<file path="src/rtl/uart_pkg.sv">
// Shared definitions for the UART transmitter: frame FSM states and default sizing.
package uart_pkg;
    localparam int DEFAULT_DATA_BITS = 8;
    localparam int DEFAULT_PERIOD_W  = 14;

    typedef enum logic [1:0] {
        IDLE  = 2'd0,
        START = 2'd1,
        DATA  = 2'd2,
        STOP  = 2'd3
    } tx_state_t;
endpackage

</file>
<file path="src/rtl/tx_timer.sv">
// Bit-period timer: counts 1..rollover while enabled and strobes o_bit_tick on the
// last count of each period, then wraps back to 1.
module tx_timer
    import uart_pkg::*;
#(
    parameter int PERIOD_W = DEFAULT_PERIOD_W
) (
    input  logic                clk,
    input  logic                rst,
    input  logic                i_en,
    input  logic                i_clr,
    input  logic [PERIOD_W-1:0] i_rollover,
    output logic                o_bit_tick
);
    logic [PERIOD_W-1:0] r_cnt;
    logic                w_at_end;

    // The count never exceeds the rollover, so the maximum period cannot overflow.
    assign w_at_end   = (r_cnt == i_rollover);
    assign o_bit_tick = i_en & w_at_end;

    // Period counter with clear and wrap-to-one on the terminal count.
    always_ff @(posedge clk) begin
        if (rst) begin
            r_cnt <= PERIOD_W'(1);
        end else if (i_clr) begin
            r_cnt <= PERIOD_W'(1);
        end else if (o_bit_tick) begin
            r_cnt <= PERIOD_W'(1);
        end else if (i_en) begin
            r_cnt <= r_cnt + PERIOD_W'(1);
        end else begin
            r_cnt <= r_cnt;
        end
    end
endmodule

</file>
<file path="src/rtl/uart_tx.sv">
// UART transmitter: 1 start bit, DATA_BITS data bits LSB first, 1 stop bit, with a
// per-frame programmable bit period latched at acceptance. All outputs registered.
module uart_tx
    import uart_pkg::*;
#(
    parameter int DATA_BITS = DEFAULT_DATA_BITS,
    parameter int PERIOD_W  = DEFAULT_PERIOD_W
) (
    input  logic                 clk,
    input  logic                 rst,
    input  logic                 tx_valid,
    input  logic [DATA_BITS-1:0] tx_data,
    input  logic [PERIOD_W-1:0]  bit_period,
    output logic                 tx_ready,
    output logic                 serial_out,
    output logic                 tx_done
);
    localparam int IDX_W = (DATA_BITS > 1) ? $clog2(DATA_BITS) : 1;
    localparam logic [IDX_W-1:0] LAST_IDX = IDX_W'(DATA_BITS - 1);

    function automatic logic [PERIOD_W-1:0] eff_period(input logic [PERIOD_W-1:0] p);
        if (p == {PERIOD_W{1'b0}}) begin
            eff_period = PERIOD_W'(1);
        end else begin
            eff_period = p;
        end
    endfunction

    tx_state_t            r_state, w_state_nxt;
    logic [DATA_BITS-1:0] r_shift, w_shift_nxt, w_shift_shr;
    logic [IDX_W-1:0]     r_bit_idx, w_bit_idx_nxt;
    logic [PERIOD_W-1:0]  r_period, w_period_nxt;
    logic                 r_serial, w_serial_nxt;
    logic                 r_ready, w_ready_nxt;
    logic                 r_done, w_done_nxt;
    logic                 w_accept, w_tmr_en, w_bit_tick;

    // r_ready is high exactly in IDLE, so it doubles as the acceptance qualifier.
    assign w_accept    = tx_valid & r_ready;
    assign w_tmr_en    = (r_state != IDLE);
    assign w_shift_shr = r_shift >> 1;

    tx_timer #(.PERIOD_W(PERIOD_W)) u_timer (
        .clk        (clk),
        .rst        (rst),
        .i_en       (w_tmr_en),
        .i_clr      (w_accept),
        .i_rollover (r_period),
        .o_bit_tick (w_bit_tick)
    );

    // State and datapath registers; serial_out is registered from the next-state view.
    always_ff @(posedge clk) begin
        if (rst) begin
            r_state   <= IDLE;
            r_shift   <= {DATA_BITS{1'b0}};
            r_bit_idx <= {IDX_W{1'b0}};
            r_period  <= PERIOD_W'(1);
            r_serial  <= 1'b1;
            r_ready   <= 1'b1;
            r_done    <= 1'b0;
        end else begin
            r_state   <= w_state_nxt;
            r_shift   <= w_shift_nxt;
            r_bit_idx <= w_bit_idx_nxt;
            r_period  <= w_period_nxt;
            r_serial  <= w_serial_nxt;
            r_ready   <= w_ready_nxt;
            r_done    <= w_done_nxt;
        end
    end

    // Next-state and next-output logic for the frame sequencer.
    always_comb begin
        w_state_nxt   = r_state;
        w_shift_nxt   = r_shift;
        w_bit_idx_nxt = r_bit_idx;
        w_period_nxt  = r_period;
        w_serial_nxt  = r_serial;
        w_ready_nxt   = 1'b0;
        w_done_nxt    = 1'b0;
        case (r_state)
            IDLE: begin
                if (w_accept) begin
                    w_state_nxt   = START;
                    w_shift_nxt   = tx_data;
                    w_bit_idx_nxt = {IDX_W{1'b0}};
                    w_period_nxt  = eff_period(bit_period);
                    w_serial_nxt  = 1'b0;
                end else begin
                    w_serial_nxt = 1'b1;
                    w_ready_nxt  = 1'b1;
                end
            end
            START: begin
                if (w_bit_tick) begin
                    w_state_nxt   = DATA;
                    w_bit_idx_nxt = {IDX_W{1'b0}};
                    w_serial_nxt  = r_shift[0];
                end else begin
                    w_serial_nxt = 1'b0;
                end
            end
            DATA: begin
                if (w_bit_tick) begin
                    if (r_bit_idx == LAST_IDX) begin
                        w_state_nxt  = STOP;
                        w_serial_nxt = 1'b1;
                    end else begin
                        w_shift_nxt   = w_shift_shr;
                        w_serial_nxt  = w_shift_shr[0];
                        w_bit_idx_nxt = r_bit_idx + IDX_W'(1);
                    end
                end else begin
                    w_serial_nxt = r_shift[0];
                end
            end
            STOP: begin
                if (w_bit_tick) begin
                    w_state_nxt  = IDLE;
                    w_ready_nxt  = 1'b1;
                    w_done_nxt   = 1'b1;
                    w_serial_nxt = 1'b1;
                end else begin
                    w_serial_nxt = 1'b1;
                end
            end
            default: begin
                w_state_nxt  = IDLE;
                w_serial_nxt = 1'b1;
                w_ready_nxt  = 1'b1;
            end
        endcase
    end

    assign tx_ready   = r_ready;
    assign serial_out = r_serial;
    assign tx_done    = r_done;
endmodule

</file>
<file path="config.mk">
export PLATFORM = sky130hd
export DESIGN_NAME = uart_tx
export DESIGN_NICKNAME = d
export VERILOG_FILES = /design/src/rtl/uart_pkg.sv /design/src/rtl/tx_timer.sv /design/src/rtl/uart_tx.sv
export SDC_FILE = /design/constraint.sdc
export NUM_CORES = 1
export LEC_CHECK = 0
export BUFFER_PORTS_ARGS = -buffer_cell sky130_fd_sc_hd__buf_4
export CAP_MARGIN = 0
export CORE_ASPECT_RATIO = 0.6
export CORE_MARGIN = 2
export CORE_UTILIZATION = 45
export CTS_CLUSTER_SIZE = 16
export DETAILED_ROUTE_END_ITERATION = 12
export PLACE_DENSITY = 0.61
export SLEW_MARGIN = 20
export SYNTH_ARGS = -nofsm -noshare
export SYNTH_HDL_FRONTEND = slang
export SYNTH_HIERARCHICAL = 1
export SYNTH_SLANG_ARGS = --single-unit
export TNS_END_PERCENT = 30
</file>
<file path="constraint.sdc">
create_clock -name clk -period 4.9 [get_ports clk]
set_input_delay 0.245 -clock clk [delete_from_list [all_inputs] [get_ports clk]]
set_output_delay 0.245 -clock clk [all_outputs]
set_load 0.02 [all_outputs]
</file>
* Word level (Yosys, flattened, before mapping)
Cells that the tools add are included.
** Cells by class
- Muxes and demuxes :: 23
- Reductions and logical operators :: 11
- Add/subtract/negate cells :: 2
- Bitwise logic cells :: 3
- Eq/ne operators :: 11
** Operators with widths (number)
- 8-bit two-way mux :: 3
- 8-bit one-hot mux with 2 select lines :: 1
- 14-bit by 1-bit adder with 14-bit output (second input constant) :: 1
- 14-bit == test :: 1
- 14-bit zero test :: 1
- 14-bit two-way mux :: 1
- 3-bit two-way mux :: 4
- 2-bit two-way mux :: 5
- 5-bit AND reduction :: 2
- 3-bit one-hot mux with 3 select lines :: 1
- 2-bit by 1-bit != test with 1-bit output (second input constant) :: 4
- 2-bit one-hot mux with 4 select lines :: 1
- 1-bit two-way mux :: 5
- 2-bit == test (second input constant) :: 2
- 2-bit != test (second input constant) :: 2
- 1-bit one-hot mux with 4 select lines :: 1
- 4-bit AND reduction :: 1
- 2-bit nonzero test :: 2
- 3-bit by 1-bit adder with 3-bit output (second input constant) :: 1
- 3-bit == test (second input constant) :: 1
- 3-bit nonzero test :: 1
- 3-bit OR reduction :: 1
- 1-bit bitwise AND :: 2
- 2-bit by 1-bit == test with 1-bit output (second input constant) :: 1
- 5 further kinds :: 5
** Word-level totals
- Word-level logic and storage cells :: 58
- Bits of input ports :: 25
- Flip-flop bits (word level) :: 44
- Output and inout port bits :: 3

* Depth between registers and ports, before layout
- Word-level depth :: 4
- Mapped depth :: 11
- Gate-level depth less buffers :: 8

* Hierarchy
The synthesis kept the hierarchy.
** Modules (own cells, without submodules)
- uart_tx :: cells an instance 164, sequential area each 600.6 um^2, area each 1437.6 um^2, instances 1
- tx_timer :: cells an instance 90, sequential area each 280.3 um^2, area each 838.3 um^2, instances 1

* Worst setup path after synthesis
No wires, ideal clock.
- Kind :: register to register
- From :: register r_state[0]
- To :: register r_serial (netlist: serial_out)
- Data required time :: 4.768 ns
- Period minus slack after synthesis :: 2.434 ns
- Buffers on the path :: 2
- Cell stages (with the launch flop) :: 11
- Setup slack :: 2.466 ns
- Library setup time :: 0.132 ns
- Arrival time :: 2.302 ns
- Path through :: dfxtp_1 > inv_1 > ha_1 > inv_1 > buf_2 > nand4_1 > nor4_4 > buf_6 > mux2_2 > a2111oi_2 > o21ai_1
** Between the ends
- Longest elaborated chain between the ends :: 4
- Elaborated cells on any way between the ends :: 9
- Those cells by class :: 3 x eq/ne; 3 x mux; 1 x bitwise; 2 x reduce/logical
** Ends and longest elaborated chain
- start: declaration :: line uart_tx.sv:29 : tx_state_t r_state, w_state_nxt;
- start signal: assignment :: line uart_tx.sv:63 : r_state <= w_state_nxt;
- 2-bit nonzero test * :: line uart_tx.sv:40 : assign w_tmr_en = (r_state != IDLE);
- named net w_tmr_en :: line uart_tx.sv:36 : logic w_accept, w_tmr_en, w_bit_tick;
- 1-bit bitwise AND * :: line tx_timer.sv:20 : assign o_bit_tick = i_en & w_at_end;
- named net w_bit_tick :: line uart_tx.sv:36
- 1-bit two-way mux, on equally long branches :: line uart_tx.sv:105, uart_tx.sv:96
- 1-bit one-hot mux with 4 select lines * :: line uart_tx.sv:82 : case (r_state)
- end signal: assignment :: line uart_tx.sv:67 : r_serial <= w_serial_nxt;
- end: declaration :: line uart_tx.sv:33 : logic r_serial, w_serial_nxt;
The timed path passes the listed nets; every way through them passes the cells marked *.
A chain may end at the register's enable or synchronous reset.

* Final worst setup path
Ends and elaborated chain as after synthesis.

==> results.sh <==
export IMPL_crit_slowest_cell="nor4_4"
export IMPL_ios=28
export IMPL_gp_congestion=0.785
export IMPL_max_clock_path_buffers=2
export IMPL_layout_drive_gt1_share_pct=19.9
export IMPL_rsz0062_at_grt="no"
export IMPL_dpl_cell_count=330
export IMPL_async_flop_share_pct=0
export IMPL_drv_slew=0
export IMPL_tns_ps=0
export IMPL_syn_cell_area_mm2=0.00228
export IMPL_die_x_um=95.8
export IMPL_critPathMaxStageDelay_ps=570
export IMPL_num_nets_final=307
export IMPL_layout_setup_ws_ps=1900
export IMPL_antenna_found_initial=0
export IMPL_relSlewSlack_pct=48.3
export IMPL_synth_ff_type="dfxtp_1"
export IMPL_synth_seq_cells=44
export IMPL_grt_usage_pct=19.3
export IMPL_design_area_mm2=0.00257
export IMPL_worst_pin_slew_ps=775
export IMPL_route_detailed_drc=0
export IMPL_grt_pass1_vias=1603
export IMPL_maxCapViolCount=0
export IMPL_timing_fmax_mhz=333
export IMPL_die_height_um=59.1
export IMPL_skew_ps=6.95
export IMPL_min_from="bit_period[6]"
export IMPL_synth_top_cell_area_share_pct=38.7
export IMPL_r2r_setup_slack_ps=1900
export IMPL_clock_sinks=44
export IMPL_viasPerCell=5.22
export IMPL_p_leak_nw=0.967
export IMPL_syn_inst=254
export IMPL_powerDensity_mw_per_mm2=471
export IMPL_wirelength_mm=4.90
export IMPL_postCtsSetupRepairBufs=0
export IMPL_setup_viol_count_final=0
export IMPL_irDropWorstVdd_mv=0.285
export IMPL_yosysTopAreaCell="dfxtp_1"
export IMPL_yosys_cell_types_count=41
export IMPL_crit_top_cell="inv_1"
export IMPL_hold_end="r_period[6]"
export IMPL_area_delta_synth_final_pct=13.1
export IMPL_synth_edf_count=0
export IMPL_hold_depth=3
export IMPL_reg2reg_from="r_state[0]"
export IMPL_ys_top_cells_by_count="nand2_1, dfxtp_1, xnor2_1"
export IMPL_vias=1769
export IMPL_h_tree_depth=2
export IMPL_critPathKind="flop to flop"
export IMPL_cts_root_buf="clkbuf_8"
export IMPL_cts_made_buffers=5
export IMPL_initial_utilization_pct=48.4
export IMPL_gr_total_overflow=0
export IMPL_cts_tree="done"
export IMPL_yosys_top_cells_area="dfxtp_1, nand2_1, xnor2_1, mux2i_1, mux2_2"
export IMPL_r2r_end="serial_out"
export IMPL_place_area_mm2=0.00247
export IMPL_num_rows=19
export IMPL_hold_class="input pin to flop"
export IMPL_yosysWarnings=6
export IMPL_core_mm2=0.00471
export IMPL_period_share_pct=61.2
export IMPL_cts_resized=0
export IMPL_crit_arrival_ps=3160
export IMPL_postRouteAntennaNets=0
export IMPL_cp_max_fo=12
export IMPL_cp_required_ps=5070
export IMPL_yosysMostFrequentCell="nand2_1"
export IMPL_clock_latency_ps=290
export IMPL_finalCriticalPeriod_ps=3000
export IMPL_synth_seq_area_share_pct=38.7
export IMPL_hold_viol=0
export IMPL_die_area_mm2=0.00566
export IMPL_final_cells=339
export IMPL_dp_hpwl_mm=3.67
export IMPL_path_cells="inv_1, ha_1, inv_1, nand4_1, nor4_4, buf_6, mux2_2, a2111oi_2, o21ai_1"
export IMPL_final_util_pct=54.7
export IMPL_cp_start_kind="flop"
export IMPL_numPortBuffers=27
export IMPL_dr_pass1_iters=4
export IMPL_cts_hold_repair_buffers=0
export IMPL_clk_pin_slew_ps=80
export IMPL_worstSetupEndpointType="flop"
export IMPL_antennaDiodeCount=0
export IMPL_status="finished clean"
export IMPL_grt_max_degree=28
export IMPL_place_ws_ps=1750
export IMPL_syn_area_per_cell_um2=8.96
export IMPL_wl_per_cell_um=14.4
export IMPL_grt_pass1_wl_mm=8.29
export IMPL_dr_first_iter_drc_count=67
export IMPL_worst_r2r_path_depth=9
export IMPL_syn_nets=286
[flip-flops by register name, indices dropped and copies added, names as in the netlist]
signal and count:
r_shift 8, r_period 14, r_state 2, serial_out 1, tx_done 1, tx_ready 1, u_timer/r_cnt 14, r_bit_idx 3
[cell usage in the layout (no fill, tap or decap), types with 6 or more instances in the layout]
| cell type | n |
|---|---|
| nand2_1 | 54 |
| dfxtp_1 | 44 |
| nand3_1 | 7 |
| a21oi_1 | 15 |
| buf_4 | 27 |
| mux2_2 | 8 |
| nand4_1 | 7 |
| mux2i_1 | 13 |
| ha_1 | 7 |
| nor3_1 | 17 |
| clkbuf_8 | 6 |
| xnor2_1 | 22 |
[worst max-delay path by stage]
| stage | from | end | slack, ps | cells after the start |
|---|---|---|---|---|
| final | r_state[0] | serial_out | 1900 | 9 |
| after floorplan | r_state[0] | serial_out | 2470 | 10 |
| after global routing | r_state[0] | serial_out | 1680 | 9 |
| after CTS | r_state[0] | serial_out | 1740 | 8 |
| after detailed placement | r_state[0] | serial_out | 1750 | 8 |
| after global placement | r_state[0] | serial_out | 1830 | 8 |
[through the flow]
stage,hold WS [ps],total power [W]
finish,200,0.00121
global route,189,0.00130
CTS,196,0.00121
detailed placement,451,0.000977
global placement,445,0.000971
floorplan,381,0.000899
[area by class of cell]
| type | instances | area, µm² |
|---|---|---|
| Inverter | 6 | 22.5 |
| Fill cell | 472 | 2130 |
| Timing Repair Buffer | 28 | 214 |
| Multi-Input combinational cell | 190 | 1290 |
| Sequential cell | 44 | 881 |
| Tap cell | 63 | 78.8 |
| Clock buffer | 8 | 90.1 |
[worst max-delay path: cells and delay by family (launching register included)]
kind	cells	cell delay [ps]
AOI/OAI and AO/OA	2	450
adders and majority gates	1	310
buffers and inverters	3	620
DFF	1	380
muxes	1	350
and+or+nand+nor	2	760
[layer usage]
| metal | vias to the layer above | track usage (%) | wire length, µm |
|---|---|---|---|
| met3 | 2 | 4.58 | 256 |
| li1 | 919 | - | - |
| met2 | 50 | 22.6 | 1630 |
| met1 | 798 | 33.0 | 3000 |
| met5 | - | 0 | 0 |
| met4 | 0 | 4.90 | 15 |
[cell families (layout without fill, tap and decap cells)]
group	after synthesis	in the layout	synth area share [%]
XOR/XNOR	27	27	10.4
adder cells (fa/ha/maj)	7	7	3.85
multiplexers	21	21	9.68
AND/OR/NAND/NOR	108	108	24.4
buffers and inverters	20	42	4.73
flip-flops	44	44	38.7
AO/OA/AOI/OAI	27	27	8.25
[report_power, final]
| group | internal [W] | total [W] | switching (W) | leakage (nW) |
|---|---|---|---|---|
| Combinational | 0.000213 | 0.000490 | 0.000277 | 0.563 |
| Sequential | 0.000431 | 0.000489 | 0.0000583 | 0.359 |
| Clock | 0.000115 | 0.000234 | 0.000119 | 0.0455 |
| Total | 0.000759 | 0.00121 | 0.000454 | 0.967 |
Note: power is estimated with default switching activity, not from simulation.
